### config.mk
export PLATFORM = sky130hd
export DESIGN_NAME = sevenseg_scanner_flat
export DESIGN_NICKNAME = d
export VERILOG_FILES = /design/src/rtl/sevenseg_pkg.sv /design/src/rtl/sevenseg_if.sv /design/src/rtl/sevenseg_lzb.sv /design/src/rtl/sevenseg_scanner.sv /design/src/flat_wrapper.sv
export SDC_FILE = /design/constraint.sdc
export NUM_CORES = 1
export LEC_CHECK = 0
export CAP_MARGIN = 20
export CELL_PAD_IN_SITES_DETAIL_PLACEMENT = 0
export CELL_PAD_IN_SITES_GLOBAL_PLACEMENT = 1
export CORE_MARGIN = 2
export CORE_UTILIZATION = 43
export CTS_CLUSTER_SIZE = 40
export DETAILED_ROUTE_END_ITERATION = 8
export PLACE_DENSITY_LB_ADDON = 0.2
export SYNTH_ARGS = -nofsm -noshare
export SYNTH_HDL_FRONTEND = slang
export SYNTH_SLANG_ARGS = --single-unit
### constraint.sdc
create_clock -name clk -period 3.34 [get_ports clk]
set_input_delay 0.501 -clock clk [delete_from_list [all_inputs] [get_ports clk]]
set_output_delay 0.501 -clock clk [all_outputs]
set_load 0.02 [all_outputs]
### src/rtl/sevenseg_pkg.sv
// Shared definitions for the seven-segment scanner: segment font, blank code, index sizing.
package sevenseg_pkg;

  localparam logic [6:0] SEG_OFF = 7'h7F;

  function automatic int idx_width(input int n);
    return (n > 1) ? $clog2(n) : 1;
  endfunction

  // Common-anode font, bit order {a,b,c,d,e,f,g}, 0 = segment lit.
  function automatic logic [6:0] hex2seg(input logic [3:0] nib);
    logic [6:0] s;
    case (nib)
      4'h0: s = 7'b0000001;
      4'h1: s = 7'b1001111;
      4'h2: s = 7'b0010010;
      4'h3: s = 7'b0000110;
      4'h4: s = 7'b1001100;
      4'h5: s = 7'b0100100;
      4'h6: s = 7'b0100000;
      4'h7: s = 7'b0001111;
      4'h8: s = 7'b0000000;
      4'h9: s = 7'b0000100;
      4'hA: s = 7'b0001000;
      4'hB: s = 7'b1100000;
      4'hC: s = 7'b0110001;
      4'hD: s = 7'b1000010;
      4'hE: s = 7'b0110000;
      default: s = 7'b0111000;
    endcase
    return s;
  endfunction

endpackage

### src/rtl/sevenseg_if.sv
// Display-path bundle: register-side requests into the scanner, pin-side drive out of it.
interface sevenseg_if #(
  parameter int NUM_DIGITS = 8,
  parameter int PWM_BITS   = 4
);
  logic [4*NUM_DIGITS-1:0] value;
  logic [NUM_DIGITS-1:0]   dp;
  logic [NUM_DIGITS-1:0]   digit_en;
  logic [PWM_BITS-1:0]     brightness;
  logic                    freeze;
  logic [NUM_DIGITS-1:0]   an;
  logic [6:0]              seg;
  logic                    dp_n;
  logic                    frame_done;

  modport master (
    output value, dp, digit_en, brightness, freeze,
    input  an, seg, dp_n, frame_done
  );

  modport slave (
    input  value, dp, digit_en, brightness, freeze,
    output an, seg, dp_n, frame_done
  );
endinterface

### src/rtl/sevenseg_lzb.sv
// Combinational leading-zero blank mask; only compiled when SEVSEG_LZB_EN is defined.
`ifdef SEVSEG_LZB_EN
module sevenseg_lzb #(
  parameter int NUM_DIGITS = 8
) (
  input  logic [4*NUM_DIGITS-1:0] value,
  input  logic [NUM_DIGITS-1:0]   dp,
  input  logic [NUM_DIGITS-1:0]   digit_en,
  output logic [NUM_DIGITS-1:0]   blank
);

  // lead stays set while every enabled digit above is zero with no decimal point.
  always_comb begin
    logic lead;
    lead  = 1'b1;
    blank = '0;
    for (int i = NUM_DIGITS - 1; i > 0; i--) begin
      blank[i] = lead && (value[4*i +: 4] == 4'h0) && !dp[i];
      if (digit_en[i])
        lead = lead && (value[4*i +: 4] == 4'h0) && !dp[i];
    end
  end

endmodule
`endif

### src/rtl/sevenseg_scanner.sv
// Multiplexed common-anode seven-segment scanner with frame-synchronous shadow and PWM dimming.
// Define SEVSEG_LZB_EN to enable leading-zero blanking.
module sevenseg_scanner
  import sevenseg_pkg::*;
#(
  parameter int NUM_DIGITS = 8,
  parameter int CLK_DIV    = 50000,
  parameter int PWM_BITS   = 4
) (
  input logic        clk,
  input logic        Rst,
  sevenseg_if.slave  bus
);

  localparam int IDX_W  = idx_width(NUM_DIGITS);
  localparam int SLOT_W = $clog2(CLK_DIV);
  localparam logic [IDX_W-1:0]  IDX_LAST  = IDX_W'(NUM_DIGITS - 1);
  localparam logic [SLOT_W-1:0] SLOT_LAST = SLOT_W'(CLK_DIV - 1);

  if (NUM_DIGITS < 1 || NUM_DIGITS > 16) begin : g_bad_digits
    $error("sevenseg_scanner: NUM_DIGITS must be in 1..16");
  end
  if (CLK_DIV < (2 ** PWM_BITS)) begin : g_bad_div
    $error("sevenseg_scanner: CLK_DIV must be >= 2**PWM_BITS");
  end

  logic [IDX_W-1:0]        idx_p0;
  logic [SLOT_W-1:0]       slot_p0;
  logic [PWM_BITS-1:0]     pwm_p0;
  logic [4*NUM_DIGITS-1:0] sh_val_p0;
  logic [NUM_DIGITS-1:0]   sh_dp_p0;
  logic [NUM_DIGITS-1:0]   sh_en_p0;
  logic [NUM_DIGITS-1:0]   sh_blank_p0;
  logic [NUM_DIGITS-1:0]   blank_nxt;

  logic [NUM_DIGITS-1:0]   an_p1;
  logic [6:0]              seg_p1;
  logic                    dp_n_p1;
  logic                    frame_done_p1;

  logic slot_tc, frame_wrap;
  assign slot_tc    = (slot_p0 == SLOT_LAST);
  assign frame_wrap = slot_tc && (idx_p0 == IDX_LAST);

`ifdef SEVSEG_LZB_EN
  sevenseg_lzb #(.NUM_DIGITS(NUM_DIGITS)) u_lzb (
    .value    (bus.value),
    .dp       (bus.dp),
    .digit_en (bus.digit_en),
    .blank    (blank_nxt)
  );
`else
  assign blank_nxt = '0;
`endif

  // ---- stage p0: scan counters and frame shadow ----
  always_ff @(posedge clk or posedge Rst) begin
    if (Rst) begin
      idx_p0      <= '0;
      slot_p0     <= '0;
      pwm_p0      <= '0;
      sh_val_p0   <= '0;
      sh_dp_p0    <= '0;
      sh_en_p0    <= '0;
      sh_blank_p0 <= '0;
    end else begin
      pwm_p0 <= pwm_p0 + PWM_BITS'(1);
      if (slot_tc) begin
        slot_p0 <= '0;
        idx_p0  <= (idx_p0 == IDX_LAST) ? '0 : idx_p0 + IDX_W'(1);
      end else begin
        slot_p0 <= slot_p0 + SLOT_W'(1);
      end
      if (frame_wrap && !bus.freeze) begin
        sh_val_p0   <= bus.value;
        sh_dp_p0    <= bus.dp;
        sh_en_p0    <= bus.digit_en;
        sh_blank_p0 <= blank_nxt;
      end
    end
  end

  logic                  pwm_on, dig_vis, dig_lit;
  logic [3:0]            cur_nib;
  logic [NUM_DIGITS-1:0] an_nxt;
  logic [6:0]            seg_nxt;
  logic                  dp_n_nxt;

  always_comb begin
    pwm_on   = (bus.brightness == '1) || (pwm_p0 < bus.brightness);
    cur_nib  = sh_val_p0[4*idx_p0 +: 4];
    dig_vis  = sh_en_p0[idx_p0] && !sh_blank_p0[idx_p0];
    dig_lit  = pwm_on && dig_vis;
    an_nxt   = '1;
    if (dig_lit)
      an_nxt = ~(NUM_DIGITS'(1) << idx_p0);
    seg_nxt  = dig_vis ? hex2seg(cur_nib) : SEG_OFF;
    dp_n_nxt = dig_lit ? ~sh_dp_p0[idx_p0] : 1'b1;
  end

  // ---- stage p1: registered pin drive ----
  always_ff @(posedge clk or posedge Rst) begin
    if (Rst) begin
      an_p1         <= '1;
      seg_p1        <= SEG_OFF;
      dp_n_p1       <= 1'b1;
      frame_done_p1 <= 1'b0;
    end else begin
      an_p1         <= an_nxt;
      seg_p1        <= seg_nxt;
      dp_n_p1       <= dp_n_nxt;
      frame_done_p1 <= frame_wrap;
    end
  end

  assign bus.an         = an_p1;
  assign bus.seg        = seg_p1;
  assign bus.dp_n       = dp_n_p1;
  assign bus.frame_done = frame_done_p1;

endmodule

### src/flat_wrapper.sv
// flat-port wrapper written by rule: the top's interface ports become plain ports
module sevenseg_scanner_flat import sevenseg_pkg::*;
#(
  parameter int NUM_DIGITS = 8,
  parameter int CLK_DIV    = 50000,
  parameter int PWM_BITS   = 4
)
  (clk, Rst, bus_value, bus_dp, bus_digit_en, bus_brightness, bus_freeze, bus_an, bus_seg, bus_dp_n, bus_frame_done);
  sevenseg_if #(.NUM_DIGITS(NUM_DIGITS), .PWM_BITS(PWM_BITS)) bus_i ();
  input logic clk;
  input logic Rst;
  input wire logic [$bits(bus_i.value)-1:0] bus_value;
  input wire logic [$bits(bus_i.dp)-1:0] bus_dp;
  input wire logic [$bits(bus_i.digit_en)-1:0] bus_digit_en;
  input wire logic [$bits(bus_i.brightness)-1:0] bus_brightness;
  input wire logic [$bits(bus_i.freeze)-1:0] bus_freeze;
  output wire logic [$bits(bus_i.an)-1:0] bus_an;
  output wire logic [$bits(bus_i.seg)-1:0] bus_seg;
  output wire logic [$bits(bus_i.dp_n)-1:0] bus_dp_n;
  output wire logic [$bits(bus_i.frame_done)-1:0] bus_frame_done;
  assign bus_i.value = bus_value;
  assign bus_i.dp = bus_dp;
  assign bus_i.digit_en = bus_digit_en;
  assign bus_i.brightness = bus_brightness;
  assign bus_i.freeze = bus_freeze;
  assign bus_an = bus_i.an;
  assign bus_seg = bus_i.seg;
  assign bus_dp_n = bus_i.dp_n;
  assign bus_frame_done = bus_i.frame_done;
  sevenseg_scanner #(.NUM_DIGITS(NUM_DIGITS), .CLK_DIV(CLK_DIV), .PWM_BITS(PWM_BITS)) u_core (.clk(clk), .Rst(Rst), .bus(bus_i));
endmodule
== Word level (Yosys, flattened, before mapping) ==
Memory sizes are Yosys's and may differ from the RTL's.
Cells that the tools add are included.
Operators by class
  bitwise operators: 2
  order comparisons: 2
  multiplexer cells: 10
  div/mod/pow operators: 0
  shift-type cells: 2
  add/subtract/negate cells: 3
  equal/unequal tests: 3
  reductions and logical operators: 7
  $mul: 0
Operator list (count)
  32-bit by 6-bit indexed part select with 4-bit output: 1
  16-bit by 1-bit adder with 16-bit output, second input constant: 1
  16-bit equality test, second input constant: 1
  16-bit two-way mux: 1
  8-bit two-way mux: 1
  8-bit NOT: 1
  1-bit by 3-bit << shifter with 8-bit output, first input constant: 1
  7-bit two-way mux: 1
  1-bit binary-select mux with 3-bit select: 2
  4-bit by 1-bit adder with 4-bit output, second input constant: 1
  4-bit equality test, second input constant: 1
  1-bit logical AND: 4
  3-bit by 4-bit less-than comparator with 1-bit output, second input constant: 1
  4-bit less-than comparator: 1
  1-bit two-way mux: 4
  3-bit by 1-bit adder with 3-bit output, second input constant: 1
  3-bit equality test, second input constant: 1
  3-bit two-way mux: 1
  1-bit logical NOT: 2
  1-bit logical OR: 1
  1-bit NOT: 1
Word-level totals
  latch bits: 0
  register bits: 88
  RAM bits: 0
  output and inout bits: 17
  memory bits (read-only): 120
  bits of input ports: 55
  memories kept: 2
Memory list
  (name not given): depth 16, bits a word 7, read ports 1, clocked after Yosys merged registers in 0, wr ports 0, line sevenseg_pkg.sv:13  | case (nib)
  (name not given): depth 8, bits a word 1, read ports 1, clocked after Yosys merged registers in 0, wr ports 0, line sevenseg_scanner.sv:92  | dig_vis = sh_en_p0[idx_p0] && !sh_blank_p0[idx_p0];

== Depth between registers and ports, before layout ==
Gate-level depths: netlist of the first run.
  word-level depth: 6
  gate-level depth with buffers: 11
  mapped depth without buffers: 9

== Least setup slack after synthesis of the first run ==
No wires, ideal clock.
  path kind: flip-flop to flip-flop
  from: register u_core.idx_p0[1]
  to: register u_core.seg_p1[2], in the netlist u_core.bus.seg[2]
  setup time: 0.091 ns
  slack: 1.212 ns
  clock period less this slack: 2.128 ns
  cell stages (with the launch flop): 8
  required time: 3.249 ns
  buffers on the path: 1
  arrival: 2.036 ns
  cells stage by stage: dfrtp_1 buf_6 mux4_2 mux2_4 ha_1 mux2_4 nand2_1 o311ai_2
On the way
  longest elaborated chain between the ends: 5
RTL lines
  from (decl): line sevenseg_scanner.sv:27  | logic [IDX_W-1:0] idx_p0;
  from (signal assigned): line sevenseg_scanner.sv:70  | idx_p0 <= (idx_p0 == IDX_LAST) ? '0 : idx_p0 + IDX_W'(1);
  branches (longest 4 deep; another with memory read 16 x 7 bit)
  7-bit two-way mux (*): line sevenseg_scanner.sv:97  | seg_nxt = dig_vis ? hex2seg(cur_nib) : SEG_OFF;
  net u_core.seg_nxt[2]: line sevenseg_scanner.sv:86  | logic [6:0] seg_nxt;
  to (signal assigned): line sevenseg_scanner.sv:110  | seg_p1 <= seg_nxt;
  to (decl): line sevenseg_scanner.sv:37  | logic [6:0] seg_p1;
Mark *: on every way through the listed nets, which the timed path passes. The select of a mux whose other input is x is not followed.
A chain may end at the register's enable or synchronous reset.

== Final worst setup path of the first run ==
  from: register u_core.idx_p0[1]
  to: register u_core.seg_p1[3], in the netlist u_core.bus.seg[3]
Same word-level chain as after synthesis.

==> metrics, run 1 <==
outcome finished clean; die width 103 microns; flop2flop setup slack around 850 ps; clock root buffer master clkbuf_8; TritonCTS clock tree yes; worst path required time 3610 ps; syn nets about 390; total gr overflow 0; Cell Count, Final, Fillers Out 519; Min Clock Period, post-route 2490 ps; Max clock buf depth 2; fin crit share about three quarters; setup TNS 0 ps; pwr dens around 370 nW/um^2; postcts setup bufs 0; global-route wire length before repair roughly 13 mm; area of the multi-input gates around 1800 sq um; post-place setup slack just over 800 ps; nets 458; GPL Wtd Cong between 0.7 and 0.8; cell taking the most area after synthesis dfrtp_1; initial antenna violation count 0; count leader, synth dfrtp_1; DR pass1 iterations 4; Wirelength per Cell around 15 microns; I/O Pins 72; CP Capture Type flip-flop; CTS sink cnt 88; FF/Latch Area around 2200 sq um; Hold Fails Final Rpt 0; final setup margin ~850 ps; relative slew slack 48.8%; Residual DRC 0; die area approximately 11000 sq um; final-report setup violation count 0; fillcell total ~800; post-CTS resize count 0; Die Y around 100 microns; Leak Pwr roughly 2.4 nW; Synth top cells by count dfrtp_1 (72), mux2_2 (51), nor2_1 (19); worst hold slack around 470 ps; Worst-Margin Slew 767 ps; vias in the first global route ~2700; Worst-path clk slew approximately 80 ps; Hold Buf Count CTS 0; synth warn 0; RSZ-0062 raised after global routing false; final setup skew around 11 ps; Global Route Usage Sum ~16%; Starting Density around 45%; HPWL after detailed placement roughly 5.7 mm; Seq/Total Area, Yosys between 50 and 60%; Fmax between 400 and 500 MHz; TritonCTS buffer count 9; Inst Count DP ~500; num rows 35; I/O Buffers 71; asr flop ratio synth 100%; Max Slew Vio Count 0; layout cell share with drive strength beyond 1 25.6%; worst-path fanout max 14; Post-Syn Area per Cell about 13 sq um; post-route ant nets 0; Total Wirelength roughly 7.9 mm; Core Box Area approximately 9300 sq um; top cells by area, synth dfrtp_1 (43%), mux2_2 (14%), dfstp_2 (10%), ha_1 (5.1%), mux4_1 (3.1%); post-synthesis cell type count between 40 and 50; Hold Path Class flip-flop to flip-flop; Post-Syn Instances around 310; CP Launch Type flip-flop; pin count of the biggest net entering global routing between 40 and 50; htree depth 3; Synth Cell Area 4170 sq um; Seq cells post-synth about 90; worst vdd ir roughly 240 uV; Via density 5.03; Primary FF master, synth dfrtp_1; WS Path Type flip-flop to flip-flop; n_diodes 0; crit path DAT about 2800 ps; Final Util a little under three fifths; top-area cell type share of the netlist area 43.2%; DRT iter0 DRCs 78; MaxCap Viol Count 0; DR vias ~2600; Layout area overhead 25.3%; Clock Latency Late Sink around 350 ps; EDFF count, synth 0
where the power goes:
part	switching, mW	total, mW	internal (mW)	leakage [nW]
clock	0.356	0.757	0.401	0.108
combinational	0.0324	0.0920	0.0596	1.14
sequential	0	1.07	1.07	1.16
stage by stage:
| stage | instance area [sq um] | power (mW) |
|---|---|---|
| 3_3_place_gp | 5020 | 1.18 |
| 4_1_cts | 5230 | 1.94 |
| 3_5_place_dp | 5020 | 1.18 |
| 6_report | 5230 | 1.91 |
| 5_1_grt | 5230 | 2.00 |
| 2_1_floorplan | 4170 | 1.10 |
metal layers:
metal  up-vias  track usage, %  part of all wire [%]
li1       1254               -                     -
met1      1276            23.5                    49
met2        70            24.5                    45
met3        11            4.41                   5.0
met4         0            5.74                   1.2
met5         -               0                     0
path summary, 6_finish.rpt:
| path | from | to | cells after the start |
|---|---|---|---|
| min in group asynchronous | Rst | u_core.slot_p0[2] | 2 |
| max | u_core.idx_p0[1] | u_core.bus.seg[3] | 6 |
| min | u_core.pwm_p0[0] | u_core.pwm_p0[0] | 1 |
| max reg2reg | u_core.idx_p0[1] | u_core.bus.seg[3] | 6 |
| max in group asynchronous | Rst | u_core.sh_val_p0[14] | 3 |
| min reg2reg | u_core.pwm_p0[0] | u_core.pwm_p0[0] | 1 |
state kept, by name, indices dropped and copies added (netlist names):
| register | cells |
|---|---|
| u_core.bus.seg | 7 |
| u_core.bus.frame_done | 1 |
| u_core.sh_val_p0 | 32 |
| u_core.sh_en_p0 | 8 |
| u_core.sh_dp_p0 | 8 |
| u_core.bus.dp_n | 1 |
| u_core.bus.an | 8 |
| u_core.slot_p0 | 16 |
| u_core.pwm_p0 | 4 |
| u_core.idx_p0 | 3 |
worst max-delay path, cell delays in order (launching register included):
cell     delay, ps
dfrtp_1        710
mux4_2         600
mux2_4         320
ha_1           280
o21ai_0        100
o21ai_0        100
o32a_1         300
cell type report:
type | instances | area share [%]
Inverter | 13 | 0.957
Tap cell | 129 | 3.09
Clock buffer | 12 | 3.16
Sequential cell | 88 | 42.5
Timing Repair Buffer | 75 | 14.6
Clock inverter | 3 | 0.766
Multi-Input combinational cell | 199 | 34.9
cells by family after synthesis:
| family | count (synthesis) | share of synthesized area [%] |
|---|---|---|
| AO/OA/AOI/OAI | 24 | 4.14 |
| XOR/XNOR | 17 | 3.57 |
| adder cells (fa/ha/maj) | 17 | 5.10 |
| buffers and inverters | 26 | 3.21 |
| flip-flops | 88 | 53.2 |
| multiplexers | 69 | 22.2 |
| AND/OR/NAND/NOR | 72 | 8.57 |
cell usage in the layout (no fill, tap or decap), types with 2 or more instances in the layout:
cell type | netlist | routed
a211o_1 | 2 | 2
a21oi_1 | 5 | 5
and3_1 | 2 | 2
buf_12 | 0 | 2
buf_4 | 4 | 2
clkbuf_8 | 0 | 12
clkdlybuf4s50_1 | 0 | 71
clkinv_2 | 0 | 3
dfrtp_1 | 72 | 72
dfstp_2 | 16 | 16
ha_1 | 17 | 17
inv_1 | 12 | 11
mux2_2 | 51 | 51
mux2_4 | 3 | 3
mux2i_1 | 4 | 4
mux2i_4 | 2 | 2
mux4_1 | 5 | 5
mux4_2 | 4 | 4
nand2_1 | 15 | 15
nand2b_1 | 2 | 2
nand3_1 | 15 | 15
nand4_1 | 3 | 3
nor2_1 | 19 | 19
nor2b_1 | 2 | 2
nor3_1 | 5 | 5
o21ai_0 | 5 | 5
o221ai_1 | 2 | 2
xnor2_1 | 6 | 6
xor2_1 | 11 | 11
Power figures use the tool's default switching activity.
==> inputs of run 2 (changes only) <==
--- a/config.mk
+++ b/config.mk
@@ -9,7 +9,7 @@
 export CELL_PAD_IN_SITES_DETAIL_PLACEMENT = 0
 export CELL_PAD_IN_SITES_GLOBAL_PLACEMENT = 1
 export CORE_MARGIN = 2
-export CORE_UTILIZATION = 43
+export CORE_UTILIZATION = 39
 export CTS_CLUSTER_SIZE = 40
 export DETAILED_ROUTE_END_ITERATION = 8
 export PLACE_DENSITY_LB_ADDON = 0.2
==> constraint.sdc (replaced) <==
create_clock -name clk -period 2.1 [get_ports clk]
set_input_delay 0.315 -clock clk [delete_from_list [all_inputs] [get_ports clk]]
set_output_delay 0.315 -clock clk [all_outputs]
set_load 0.02 [all_outputs]
==> run 2 against run 1 <==
Effect of this change:
- setup slack lost 770 ps
- first-iteration DRC count shrank 14%
- cell count grew 7.1%
- global-route usage shrank 0.78 points
==> metrics, run 2 (synthesis gave the netlist of run 1 again) <==
Starting Density 40.3% (was 44.7%); die area 11500 sq um (was 10500 sq um); pin count of the biggest net entering global routing 89 (was 49); Max clock buf depth 2 (unchanged); crit path DAT 2290 ps (was 2760 ps); layout cell share with drive strength beyond 1 36.0% (was 25.6%); Min Clock Period, post-route 2020 ps (was 2490 ps); TritonCTS clock tree yes (unchanged); Total Wirelength 8.35 mm (was 7.92 mm); post-route ant nets 0 (unchanged); Wirelength per Cell 15.0 microns (was 15.3 microns); global-route wire length before repair 13.9 mm (was 13.2 mm); Hold Path Class input pin to asynchronous set/reset pin (was flip-flop to flip-flop); Core Box Area 10400 sq um (was 9330 sq um); Hold Fails Final Rpt 0 (unchanged); fillcell total 905 (was 799); DRT iter0 DRCs 67 (was 78); Leak Pwr 2.55 nW (was 2.41 nW); CTS sink cnt 88 (unchanged); worst-path fanout max 6 (was 14); outcome finished clean (unchanged); Worst-path clk slew 90 ps (was 80 ps); HPWL after detailed placement 5.92 mm (was 5.66 mm); Crit Reg-Reg Startpoint u_core.idx_p0[1] (unchanged); pwr dens 533 nW/um^2 (was 366 nW/um^2); Worst-Margin Slew 471 ps (was 767 ps); Residual DRC 0 (unchanged); Via density 4.85 (was 5.03); Largest regs u_core.sh_val_p0 (32), u_core.slot_p0 (16) (unchanged); CP Capture Type flip-flop (unchanged); die width 107 microns (was 103 microns); Inst Count DP 532 (was 504); clock root buffer master clkbuf_8 (unchanged); final setup margin 75.9 ps (was 851 ps); final setup skew 10.7 ps (was 10.8 ps); post-place setup slack -86.8 ps (was 815 ps); initial antenna violation count 0 (unchanged); largest reg by FF count u_core.sh_val_p0 (unchanged); Total Power 2.97 mW (was 1.91 mW); Cell Count, Final, Fillers Out 556 (was 519); setup TNS 0 ps (unchanged); Layout area overhead 33.5% (was 25.3%); num rows 37 (was 35); worst path required time 2370 ps (was 3610 ps); worst hold slack 416 ps (was 474 ps); fin crit share 96.4% (was 74.5%); DR pass1 iterations 4 (unchanged); r2r worst-path depth 6 (unchanged); total gr overflow 0 (unchanged); relative slew slack 68.6% (was 48.8%); design area 5570 sq um (was 5230 sq um); Max Slew Vio Count 0 (unchanged); I/O Pins 72 (unchanged); MaxCap Viol Count 0 (unchanged); final-report setup violation count 0 (unchanged); WS Path Type flip-flop to flip-flop (unchanged); Crit. Startpoint u_core.idx_p0[1] (unchanged); nets 487 (was 458); Die Y 107 microns (was 103 microns); max FFs per register 32 (unchanged); n_diodes 0 (unchanged); htree depth 3 (unchanged); Clock Latency Late Sink 350 ps (about the same); reg2reg end u_core.bus.seg[2] (was u_core.bus.seg[3]); CP Launch Type flip-flop (unchanged); DR vias 2698 (was 2611); vias in the first global route 2773 (was 2702); most common cell after layout, fill and taps aside clkdlybuf4s50_1 (was dfrtp_1); flop2flop setup slack 80 ps (was 850 ps); Hold Buf Count CTS 0 (unchanged); GPL Wtd Cong 0.751 (was 0.741); worst vdd ir 343 uV (was 244 uV); Final Util 53.7% (was 56.1%); Global Route Usage Sum 15.7% (was 16.5%); commonest cells after routing, fill and taps aside clkdlybuf4s50_1 (71), dfrtp_1 (70), mux2_2 (51) (was dfrtp_1 (72), clkdlybuf4s50_1 (71), mux2_2 (51)); DP Area 5210 sq um (was 5020 sq um); I/O Buffers 71 (unchanged); Fmax 494 MHz (was 402 MHz); TritonCTS buffer count 9 (unchanged)
-- run 2: final cells by class --
type                            count  area (sq um)  area share [%]
Inverter                           13          57.6            1.03
Timing Repair Buffer              104          1040            18.6
Multi-Input combinational cell    199          1890            33.9
Clock inverter                      5          38.8           0.696
Sequential cell                    88          2220            39.9
Clock buffer                       11           151            2.72
Tap cell                          136           170            3.05
-- run 2: worst max-delay path by stage --
stage                               end  cells past startpoint
CTS                 u_core.sh_val_p0[9]                      6
floorplan             u_core.bus.seg[2]                      7
global placement      u_core.bus.seg[6]                      6
detailed placement    u_core.bus.seg[6]                      6
finish                u_core.bus.seg[2]                      6
global route          u_core.bus.seg[2]                      6
-- run 2: per-layer routing --
metal | share of wire, % | up-vias | track usage (%)
li1 | - | 1311 | -
met1 | 49 | 1325 | 22.1
met2 | 46 | 57 | 24.0
met3 | 4.0 | 5 | 3.87
met4 | 0.96 | 0 | 4.67
met5 | 0 | - | 0
-- run 2: power by group --
group | total, mW | switching (mW) | internal [mW] | leakage, nW
combinational | 0.148 | 0.0530 | 0.0952 | 1.30
sequential | 1.69 | 0 | 1.69 | 1.15
clock | 1.13 | 0.620 | 0.506 | 0.102
total | 2.97 | 0.673 | 2.30 | 2.55
-- run 2: worst max-delay path: stages, from the launching register on --
cell	delay [ps]
dfrtp_2	470
mux4_2	530
mux2_4	340
ha_4	190
mux2_4	270
nand2_2	60
o311ai_2	80
-- run 2: repair_timing --
item	in CTS	in global routing
setup buffers	2	5
gates resized for setup	5	28
pin swaps	3	9
endpoints found under the setup margin	45	54
gates cloned	1	0
